[config.mk]
export PLATFORM = sky130hd
export DESIGN_NAME = mips_multiport_regfile
export DESIGN_NICKNAME = d
export VERILOG_FILES = /design/src/rtl/mips_rf_pkg.sv /design/src/rtl/mips_rf_scoreboard.sv /design/src/rtl/mips_multiport_regfile.sv
export SDC_FILE = /design/constraint.sdc
export NUM_CORES = 1
export LEC_CHECK = 0
export BUFFER_PORTS_ARGS = -buffer_cell sky130_fd_sc_hd__buf_2
export CORE_AREA = 4 4 364 366
export CTS_BUF_LIST = sky130_fd_sc_hd__clkbuf_8
export CTS_CLUSTER_SIZE = 10
export DETAILED_ROUTE_END_ITERATION = 8
export DIE_AREA = 0 0 368 370
export PLACE_DENSITY = 0.55
export SLEW_MARGIN = 30
export SYNTH_ARGS = -nofsm -noshare
export SYNTH_HDL_FRONTEND = slang
export SYNTH_SLANG_ARGS = --single-unit
[constraint.sdc]
create_clock -name clk -period 4.3 [get_ports clk]
set_clock_uncertainty 0.05 [all_clocks]
set_input_delay 0.215 -clock clk [delete_from_list [all_inputs] [get_ports clk]]
set_output_delay 0.215 -clock clk [all_outputs]
set_load 0.03 [all_outputs]
[src/rtl/mips_rf_pkg.sv]
// Shared types for the multiport register file: read-mode selector and
// init/operate state encoding.
package mips_rf_pkg;

    typedef enum logic [1:0] {
        ASYNC  = 2'd0,
        WFIRST = 2'd1,
        RFIRST = 2'd2
    } rf_mode_t;

    typedef enum logic {
        CLEAR = 1'b0,
        READY = 1'b1
    } rf_state_t;

endpackage

[src/rtl/mips_rf_scoreboard.sv]
// Per-register pending bits: set when an instruction reserves its destination,
// cleared when the result is written back; exported per read port as busy.
module mips_rf_scoreboard #(
    parameter int AWL = 5,
    parameter int NRP = 2
) (
    input  logic               clk,
    input  logic               rst_n,
    input  logic               en_i,
    input  logic               wen_i,
    input  logic [AWL-1:0]     wa_i,
    input  logic               rsv_en_i,
    input  logic [AWL-1:0]     rsv_addr_i,
    input  logic               fwd_en_i,
    input  logic [NRP*AWL-1:0] ra_i,
    output logic [NRP-1:0]     busy_o
);

    localparam int DEPTH = 1 << AWL;

    logic [DEPTH-1:0] pend_q, pend_d;

    // Reservation is applied after the write-back clear so set wins on collision.
    always_comb begin
        pend_d = pend_q;
        if (en_i) begin
            if (wen_i && (wa_i != '0)) begin
                pend_d[wa_i] = 1'b0;
            end
            if (rsv_en_i && (rsv_addr_i != '0)) begin
                pend_d[rsv_addr_i] = 1'b1;
            end
        end
        pend_d[0] = 1'b0;
    end

    always_ff @(posedge clk) begin
        if (!rst_n) begin
            pend_q <= '0;
        end else begin
            pend_q <= pend_d;
        end
    end

    for (genvar i = 0; i < NRP; i++) begin : g_busy
        logic [AWL-1:0] ra;
        logic           fwd_hit;
        assign ra      = ra_i[i*AWL +: AWL];
        // A same-cycle forwarded write already satisfies the reader.
        assign fwd_hit = fwd_en_i && wen_i && (wa_i == ra);
        assign busy_o[i] = en_i && (ra != '0) && pend_q[ra] && !fwd_hit;
    end

endmodule

[src/rtl/mips_multiport_regfile.sv]
// MIPS-style register file: one write port, NRP read ports, self-clearing
// after reset, with a destination-reservation scoreboard.
module mips_multiport_regfile
    import mips_rf_pkg::*;
#(
    parameter int AWL    = 5,
    parameter int DWL    = 32,
    parameter int NRP    = 2,
    parameter int MODE   = 0,
    parameter int BYPASS = 1
) (
    input  logic               clk,
    input  logic               rst_n,
    input  logic               wen,
    input  logic [AWL-1:0]     WA,
    input  logic [DWL-1:0]     WD,
    input  logic [NRP*AWL-1:0] RA,
    output logic [NRP*DWL-1:0] RD,
    input  logic               rsv_en,
    input  logic [AWL-1:0]     rsv_addr,
    output logic [NRP-1:0]     busy,
    output logic               ready,
    output rf_state_t          dbg_state_o
);

    localparam int             DEPTH = 1 << AWL;
    localparam logic [AWL-1:0] LAST  = {AWL{1'b1}};
    localparam rf_mode_t       RMODE = rf_mode_t'(MODE[1:0]);

    rf_state_t      state_q, state_d;
    logic [AWL-1:0] clr_ptr_q, clr_ptr_d;
    logic [DWL-1:0] mem_q [DEPTH];

    logic           wr_fire;
    logic           mem_we;
    logic [AWL-1:0] mem_wa;
    logic [DWL-1:0] mem_wd;

    always_ff @(posedge clk) begin
        if (!rst_n) begin
            state_q   <= CLEAR;
            clr_ptr_q <= AWL'(1);
        end else begin
            state_q   <= state_d;
            clr_ptr_q <= clr_ptr_d;
        end
    end

    always_comb begin
        state_d   = state_q;
        clr_ptr_d = clr_ptr_q;
        case (state_q)
            CLEAR: begin
                clr_ptr_d = clr_ptr_q + 1'b1;
                if (clr_ptr_q == LAST) begin
                    state_d = READY;
                end
            end
            READY:   state_d = READY;
            default: state_d = CLEAR;
        endcase
    end

    assign wr_fire = (state_q == READY) && wen && (WA != '0);

    // The clear sweep owns the write port until READY; entry 0 is never stored.
    always_comb begin
        ready       = (state_q == READY);
        dbg_state_o = state_q;
        mem_we      = 1'b0;
        mem_wa      = clr_ptr_q;
        mem_wd      = '0;
        if (state_q == CLEAR) begin
            mem_we = 1'b1;
        end else if (wr_fire) begin
            mem_we = 1'b1;
            mem_wa = WA;
            mem_wd = WD;
        end
    end

    always_ff @(posedge clk) begin
        if (rst_n && mem_we) begin
            mem_q[mem_wa] <= mem_wd;
        end
    end

    for (genvar i = 0; i < NRP; i++) begin : g_rd
        logic [AWL-1:0] ra;
        logic [DWL-1:0] stored;
        logic           hit;
        assign ra     = RA[i*AWL +: AWL];
        assign stored = (ra == '0) ? '0 : mem_q[ra];
        assign hit    = wr_fire && (WA == ra);

        if (RMODE == ASYNC) begin : g_async
            assign RD[i*DWL +: DWL] = ((BYPASS != 0) && hit) ? WD : stored;
        end else begin : g_sync
            logic [DWL-1:0] rd_q, rd_d;
            always_comb begin
                rd_d = stored;
                if ((RMODE == WFIRST) && hit) begin
                    rd_d = WD;
                end
            end
            always_ff @(posedge clk) begin
                if (!rst_n) begin
                    rd_q <= '0;
                end else begin
                    rd_q <= rd_d;
                end
            end
            assign RD[i*DWL +: DWL] = rd_q;
        end
    end

    mips_rf_scoreboard #(
        .AWL (AWL),
        .NRP (NRP)
    ) u_scoreboard (
        .clk        (clk),
        .rst_n      (rst_n),
        .en_i       (state_q == READY),
        .wen_i      (wen),
        .wa_i       (WA),
        .rsv_en_i   (rsv_en),
        .rsv_addr_i (rsv_addr),
        .fwd_en_i   ((RMODE == ASYNC) && (BYPASS != 0)),
        .ra_i       (RA),
        .busy_o     (busy)
    );

endmodule

# Word-level counts from Yosys, hierarchy flattened
# Memory sizes are Yosys's and may differ from the RTL's.
# Cells that the tools add are included.
[word_totals]
reg_bits = 38
mem_bits_rw = 1024
output_inout_bits = 68
mem_count = 1
[memory_table]
columns = ["memory", "depth", "word_bits", "rd", "rd_ports_with_merged_regs", "wr", "line", "text"]
rows = [
  ["mem_q", 32, 32, 2, 0, 1, "mips_multiport_regfile.sv:32", "logic [DWL-1:0] mem_q [DEPTH];"],
]
[op_classes]
addsub = 1
order_cmp = 6
n_eq_ne = 3
n_mux = 25
bitwise = 4
reduce_logical = 25
[ops]
columns = ["cell", "n"]
rows = [
  ["$mux 32", 9],
  ["$and 32x32->32", 1],
  ["$not 32->32", 1],
  ["$or 32x32->32", 1],
  ["$lt 5x6->1 const B", 4],
  ["$reduce_bool 5->1", 4],
  ["$logic_and 1x1->1", 17],
  ["$bmux 1 s5", 2],
  ["$demux 1 s5", 2],
  ["$eq 5x5->1", 2],
  ["$ge 5x1->1 const B", 2],
  ["$logic_not 5->1", 2],
  ["$mux 5", 2],
  ["$mux 1", 9],
  ["$add 5x1->5 const B", 1],
  ["$eq 5x5->1 const B", 1],
  ["$logic_not 1->1", 2],
  ["$pmux 1 s2", 1],
  ["$not 1->1", 1],
]

# Depth between registers and ports, before layout
# Gate-level depths: netlist of the first run.
[logic_depth]
depth_word = 10
ltp_mapped = 10
depth_no_buf = 5

# Hierarchy
# Synthesis of the first run repeated with hierarchy kept, for this count alone.
[hier_totals]
cells_unflattened = 2925
hier_area_um2 = 50598.5
[by_module_without_submodules]
columns = ["module", "instances", "cells_each", "area_each_um2"]
rows = [
  ["mips_multiport_regfile", 1, 2666, 48467.7],
  ["mips_rf_scoreboard", 1, 259, 2130.8],
]

# Least setup slack after synthesis of the first run
# Ideal clock, no wire load.
[synth_timing]
path_type = "flip-flop to flip-flop"
start = "register state_q (netlist: dbg_state_o)"
end = "memory mem_q[11][0] (enable)"
setup_time_ns = 0.421
arrival_time_ns = 3.202
t_required_ns = 3.829
setup_slack_ns = 0.627
stages_incl_launch_ff = 7
n_path_buf = 1
synth_period_minus_slack_ns = 3.673
path_cell_list = "dfxtp_1 nand2_1 a21oi_2 mux2i_1 or3b_2 clkbuf_1 nor2_1"
[synth_via]
elab_chain_len = 7
elab_cells_between_ends = 9
cone_classes = "mux (6); reduce/logical (3)"
[synth_rtl]
columns = ["element", "line", "text"]
rows = [
  ["start: declaration", "mips_multiport_regfile.sv:30", "rf_state_t state_q, state_d;"],
  ["start signal: assignment", "mips_multiport_regfile.sv:44", "state_q <= state_d;"],
  ["$logic_and 1x1->1 (2 in a row)", "mips_multiport_regfile.sv:64", "assign wr_fire = (state_q == READY) && wen && (WA != '0);"],
  ["$mux 1", "mips_multiport_regfile.sv:75", "end else if (wr_fire) begin"],
  ["$mux 1", "mips_multiport_regfile.sv:73", "if (state_q == CLEAR) begin"],
  ["$logic_and 1x1->1", "mips_multiport_regfile.sv:83", "if (rst_n && mem_we) begin"],
  ["$mux 1", "mips_multiport_regfile.sv:83", ""],
  ["$mux 1 (implied by the code)", "mips_multiport_regfile.sv:84", "mem_q[mem_wa] <= mem_wd;"],
  ["end: declaration", "mips_multiport_regfile.sv:32", ""],
]
# Several ways; a longest one is shown, not always the timed one.

# Worst setup path after layout of the first run
[layout_timing]
start = "register state_q (netlist: dbg_state_o)"
end = "output RD[12]"
[layout_via]
elab_chain_len = 4
[layout_rtl]
columns = ["element", "line", "text"]
rows = [
  ["$logic_and 1x1->1 (2 in a row)", "mips_multiport_regfile.sv:64", ""],
  ["$logic_and 1x1->1", "mips_multiport_regfile.sv:94", "assign hit = wr_fire && (WA == ra);"],
  ["$mux 32", "mips_multiport_regfile.sv:97", "assign RD[i*DWL +: DWL] = ((BYPASS != 0) && hit) ? WD : stored;"],
  ["end: declaration", "mips_multiport_regfile.sv:18", "output logic [NRP*DWL-1:0] RD,"],
]
# No other way between the ends.

==> qor.csv, run 1 <==
metric,value,unit
setup ws final,38.1,ps
layout net count,3331,
outcome,completed,
Worst Setup End Kind,output pin,
CP max stage cell,o31ai_4,
fin crit period,4260,ps
YS warnings,0,
vias in the first global route,34138,
post-synthesis cell area,51300,sq um
CP Class,reg2out,
first-pass GRT wire length,255,mm
Peak Freq,0.235,GHz
Vias,33441,
residual DRC count,0,
"Distinct cells, synth",73,
Total GRT Usage,26.3,%
Hold Startpoint,WD[15],
CP Max Fanout,17,
Worst Max-Slew Pin Slew,1020,ps
critical path startpoint,dbg_state_o,
count of buffer and inverter cells on the critical path,2,
wire per inst,35.3,microns
"Seq/Total Area, Yosys",61.4,%
drt pass-1 iters,6,
VDD IR-drop max,0.000316,V
endpoints failing setup,0,
TritonCTS buffer count,183,
HP Class,in2reg,
final slew viol count,0,
"critical path, cell by cell",nand2_1 > a21o_1 > o31ai_4 > buf_4 > a211oi_1 > a211o_1 > buf_2,
"Setup Fix Bufs, Post-CTS",0,
clock latency on the worst-skew pair,880,ps
CORE AREA,129000,sq um
"Remaining Overflow, GRT",0,
TritonCTS clock tree,built,
Root Driver,clkbuf_8,
final WL,182,mm
r2r startpoint,dbg_state_o,
H-tree depth,4,
maxcap violations,0,
CP max stage delay,650,ps
Mapped Nets,3053,
CP Launch Type,register,
CP required,4030,ps
Synth Instances,2995,
total I/O pin count,124,
"EDFF count, synth",1024,
leak pwr,20.3,nW
die width,368,microns
Arrival @ worst endpoint,4000,ps
RSZ-0062 raised after global routing,no,
IO Port Bufs,123,
Final period util,99.1,%
WHS,25.1,ps
Power Density,372,nW/um^2
initial antenna violation count,7,
clock slew at reported path FFs,60,ps
Die H,370,microns
"antenna viol nets, final",0,
layout cells sized above 1,29.1,%
DP Worst Slack,536,ps
final setup TNS,0,ps
final-report hold violation count,0,
Syn Area/Cell,17.1,sq um
initial DRC count,3985,
clock buffer depth,3,
area grow syn2layout,13.8,%
DP HPWL,112,mm
total chip power,0.0217,W
"delay-heaviest family, CP",compound AO/OA/AOI/OAI gates,
cell row count,132,
Max-slew headroom,32.0,%
#FFs+latches synth,1061,
initial core utilization,39.7,%
pin count of the biggest net entering global routing,80,
Most used DFF post-synth,edfxtp_1,
via/cell ratio,6.47,
GP Congestion,0.892,
asr flop ratio synth,0,%
CTS sink cnt,1061,
Die Area,136000,sq um
==> final timing paths <==
kind	to	slack, ps	cells past startpoint
worst max-delay path	RD[12]	40	7
worst min-delay path	mem_q[25][15]	30	2
worst max register to register	mem_q[8][2]	740	6
worst min register to register	u_scoreboard.pend_q[18]	450	2
==> worst reg2reg max path: stages, from the launching register on <==
cell and delay [ps]:
dfxtp_2 570, nand2_1 200, a21o_1 420, o22ai_1 290, nand3_1 400, nor2_4 630, buf_4 570
==> layer usage <==
metal	vias to the layer above	part of all wire [%]	global-route usage, %	routed length, microns
met2	2016	48	42.8	87000
li1	13277	-	-	-
met4	0	5.0	12.4	9060
met1	17706	38	33.6	69800
met3	442	9.1	5.99	16500
met5	-	0	0	0
==> cells in the mapped netlist, types with 34 or more instances <==
cell / count / area (sq um)
a211o_1: 36 / 315
a211oi_1: 34 / 255
a21oi_1: 71 / 355
a221oi_1: 92 / 806
a22oi_1: 46 / 345
and2_1: 38 / 238
buf_2: 66 / 330
buf_4: 45 / 338
clkbuf_1: 89 / 334
dfxtp_1: 37 / 741
edfxtp_1: 1024 / 30700
mux2i_1: 339 / 3390
mux4_2: 370 / 8330
nand2_1: 116 / 435
nor2_1: 62 / 233
o21ai_0: 65 / 325
==> state kept, by name (all words and copies together), names as in the netlist <==
| register | count |
|---|---|
| mem_q | 1024 |
| u_scoreboard.pend_q | 31 |
| clr_ptr_q | 5 |
| dbg_state_o | 1 |
==> layout make-up <==
| class | instances | area, sq um |
|---|---|---|
| Antenna cell | 5 | 12.5 |
| Clock buffer | 190 | 2620 |
| Clock inverter | 142 | 654 |
| Fill cell | 11295 | 70800 |
| Inverter | 10 | 37.5 |
| Multi-Input combinational cell | 1681 | 18700 |
| Sequential cell | 1061 | 31500 |
| Tap cell | 1742 | 2180 |
| Timing Repair Buffer | 336 | 2690 |
==> stage by stage <==
step                      cells  util [%]  cell area, sq um
after global placement     4779      42.2             54500
after CTS                  5156      45.1             58300
after detailed placement   4782      42.3             54600
final                      5167      45.2             58400
after global routing       5166      45.2             58400
after floorplan            2995         -             51300
==> where the power goes <==
part           switching, W  internal [W]
combinational       0.00131      0.000691
sequential        0.0000421        0.0113
clock               0.00423       0.00420
==> what timing repair did <==
item                       CTS  global route
gates resized for setup      1             0
hold endpoints to repair   398            97
hold buffers                42             6
setup endpoints to repair   25             0
==> layout by cell type (no fill, tap or decap), drive strengths merged, types with 34 or more instances in the layout <==
| master | n |
|---|---|
| a21oi | 72 |
| o21ai | 70 |
| and2 | 38 |
| mux4 | 378 |
| dlygate4sd3 | 48 |
| nor2 | 62 |
| dfxtp | 37 |
| edfxtp | 1024 |
| mux2i | 339 |
| a221oi | 92 |
| nand2 | 116 |
| a211oi | 34 |
| clkbuf | 191 |
| clkinv | 68 |
| a211o | 36 |
| a22oi | 46 |
| buf | 287 |
| inv | 76 |
==> logic make-up after synthesis <==
family / share of synthesized area, %
AOI/OAI and AO/OA: 7.91
buffers and inverters: 2.92
xor gates and xnor gates: 0.205
and+or+nand+nor: 3.63
adders and majority gates: 0.0488
DFF: 61.4
muxes: 23.9
(Power assumes the default switching activity.)
==> run 2: changes to the inputs <==
--- a/config.mk
+++ b/config.mk
@@ -6,12 +6,12 @@
 export NUM_CORES = 1
 export LEC_CHECK = 0
 export BUFFER_PORTS_ARGS = -buffer_cell sky130_fd_sc_hd__buf_2
-export CORE_AREA = 4 4 364 366
+export CORE_AREA = 2 2 371 373
 export CTS_BUF_LIST = sky130_fd_sc_hd__clkbuf_8
 export CTS_CLUSTER_SIZE = 10
 export DETAILED_ROUTE_END_ITERATION = 8
-export DIE_AREA = 0 0 368 370
-export PLACE_DENSITY = 0.55
+export DIE_AREA = 0 0 373 375
+export PLACE_DENSITY = 0.53
 export SLEW_MARGIN = 30
 export SYNTH_ARGS = -nofsm -noshare
 export SYNTH_HDL_FRONTEND = slang
==> run 2 against run 1 <==
Net effect:
- total power increased by 1.2%
- final cell count grew 0.91%
- non-clock buffer count unchanged
- critical path depth rose by 1
- utilization decreased by 2.1 points
- first-iteration DRC count increased by 8.7%
- sequential share of layout area shrank 0.31 points
- critical path type unchanged
==> qor.csv, run 2 (synthesis gave the netlist of run 1 again) <==
metric,value,unit,change
outcome,completed,,
"antenna viol nets, final",0,,unchanged
cell row count,136,,+3.0%
Power Density,375,nW/um^2,+0.64%
Vias,33583,,+0.42%
clock buffer depth,3,,unchanged
die width,373,microns,+1.4%
GP Congestion,0.842,,-5.6%
pin count of the biggest net entering global routing,76,,-5.0%
clock slew at reported path FFs,60,ps,about the same
most frequent cells in the layout,"edfxtp_1, mux4_2, mux2i_1",,
critical path startpoint,dbg_state_o,,
Reg2Reg Setup Slack,840,ps,+100 ps
Worst Max-Slew Pin Slew,1090,ps,+74.8 ps
R2R cell count,7,,+1
Max-slew headroom,27.0,%,-5.0 points
CP max stage cell,o31ai_4,,
total I/O pin count,124,,unchanged
initial core utilization,37.6,%,-2.1 points
RSZ-0062 raised after global routing,no,,
final-report hold violation count,0,,unchanged
DP HPWL,110,mm,-1.7%
VDD IR-drop max,0.000292,V,-7.7%
"Setup Fix Bufs, Post-CTS",0,,unchanged
CP required,4030,ps,about the same
final setup TNS,0,ps,unchanged
Stages on worst setup path,8,,+1
drt pass-1 iters,5,,-1
"commonest non-fill, non-tap cell in the layout",edfxtp_1,,
CP Launch Type,register,,
IO Port Bufs,123,,unchanged
initial antenna violation count,6,,-1
area grow syn2layout,14.4,%,
"delay-heaviest family, CP",compound AO/OA/AOI/OAI gates,,
Root Driver,clkbuf_8,,
final slew viol count,0,,unchanged
Hold Startpoint,WD[20],,
CORE AREA,136000,sq um,+5.5%
count of buffer and inverter cells on the critical path,3,,+1
largest register by flop count,mem_q,,
HP Class,in2reg,,
r2r startpoint,dbg_state_o,,
CP Class,reg2out,,
leak pwr,20.4,nW,+0.34%
maxcap violations,0,,unchanged
RR Endpoint,mem_q[25][11],,
CTS sink cnt,1061,,unchanged
max reg flops,1024,,unchanged
TritonCTS clock tree,built,,
"critical path, cell by cell",nand2_1 > a21o_1 > buf_4 > o31ai_4 > buf_12 > a211oi_1 > a211o_1 > buf_2,,
Arrival @ worst endpoint,3720,ps,-280 ps
clock latency on the worst-skew pair,910,ps,+30 ps
CP max stage delay,770,ps,+120 ps
Worst Setup End Kind,output pin,,
Final period util,92.6,%,-6.5 points
Peak Freq,0.251,GHz,+7.0%
residual DRC count,0,,unchanged
Die H,375,microns,+1.4%
wire per inst,35.1,microns,-0.61%
Regs by FF count,"mem_q x1024, u_scoreboard.pend_q x31, clr_ptr_q x5",,
post-cts gate resize count,0,,-1
endpoints failing setup,0,,unchanged
layout cells sized above 1,28.9,%,-0.23 points
TritonCTS buffer count,183,,unchanged
Finished Layout Cells,5214,,+0.91%
Die Area,140000,sq um,+2.7%
via/cell ratio,6.44,,-0.48%
WHS,12.4,ps,-12.8 ps
vias in the first global route,33998,,-0.41%
Placed Cells,4830,,+1.0%
final WL,183,mm,+0.30%
fin crit period,3980,ps,-279 ps
"Remaining Overflow, GRT",0,,unchanged
cts hold-fix bufs,42,,unchanged
layout net count,3331,,unchanged
H-tree depth,4,,unchanged
first-pass GRT wire length,257,mm,+0.82%
CP Max Fanout,22,,+5
Total GRT Usage,25.8,%,-0.49 points
Worst Setup EP,RD[12],,
initial DRC count,4332,,+8.7%
run 2: power breakdown:
group | leakage (nW) | switching, W | internal, W
clock network | 1.93 | 0.00426 | 0.00440
logic | 8.07 | 0.00133 | 0.000706
registers | 10.4 | 0.0000413 | 0.0113
total | 20.4 | 0.00563 | 0.0164
run 2: cell type report:
cell class	instances	area, sq um
flip-flops and latches	1061	31500
clock buffers	187	2570
inverters	10	37.5
fillers	11994	77600
repair buffers	336	2880
diodes	4	10.0
clock inverters	141	788
well taps	1794	2240
multi-input cells	1681	18700
run 2: how the worst min path moves through the flow:
stage                              endpoint  slack (ps)  cells after the start
floorplan           u_scoreboard.pend_q[11]         350                      2
global placement    u_scoreboard.pend_q[14]         430                      2
detailed placement   u_scoreboard.pend_q[2]         450                      2
CTS                  u_scoreboard.pend_q[3]           2                      5
global route                   mem_q[8][25]           1                      2
finish                         mem_q[7][20]          10                      2
run 2: metrics by stage:
step	util, %	instance area [sq um]	worst slack [ps]	total power, W
final	43.1	58700	317	0.0220
after floorplan	-	51300	627	0.0127
after global placement	40.2	54800	890	0.0135
after detailed placement	40.2	54800	890	0.0135
after CTS	43.0	58600	291	0.0222
after global routing	43.1	58700	302	0.0227
run 2: layer usage:
layer / wire length (microns) / global-route usage, %
met4: 8510 / 11.7
met5: 0 / 0
met3: 16100 / 5.21
met1: 71900 / 34.3
met2: 86400 / 41.2
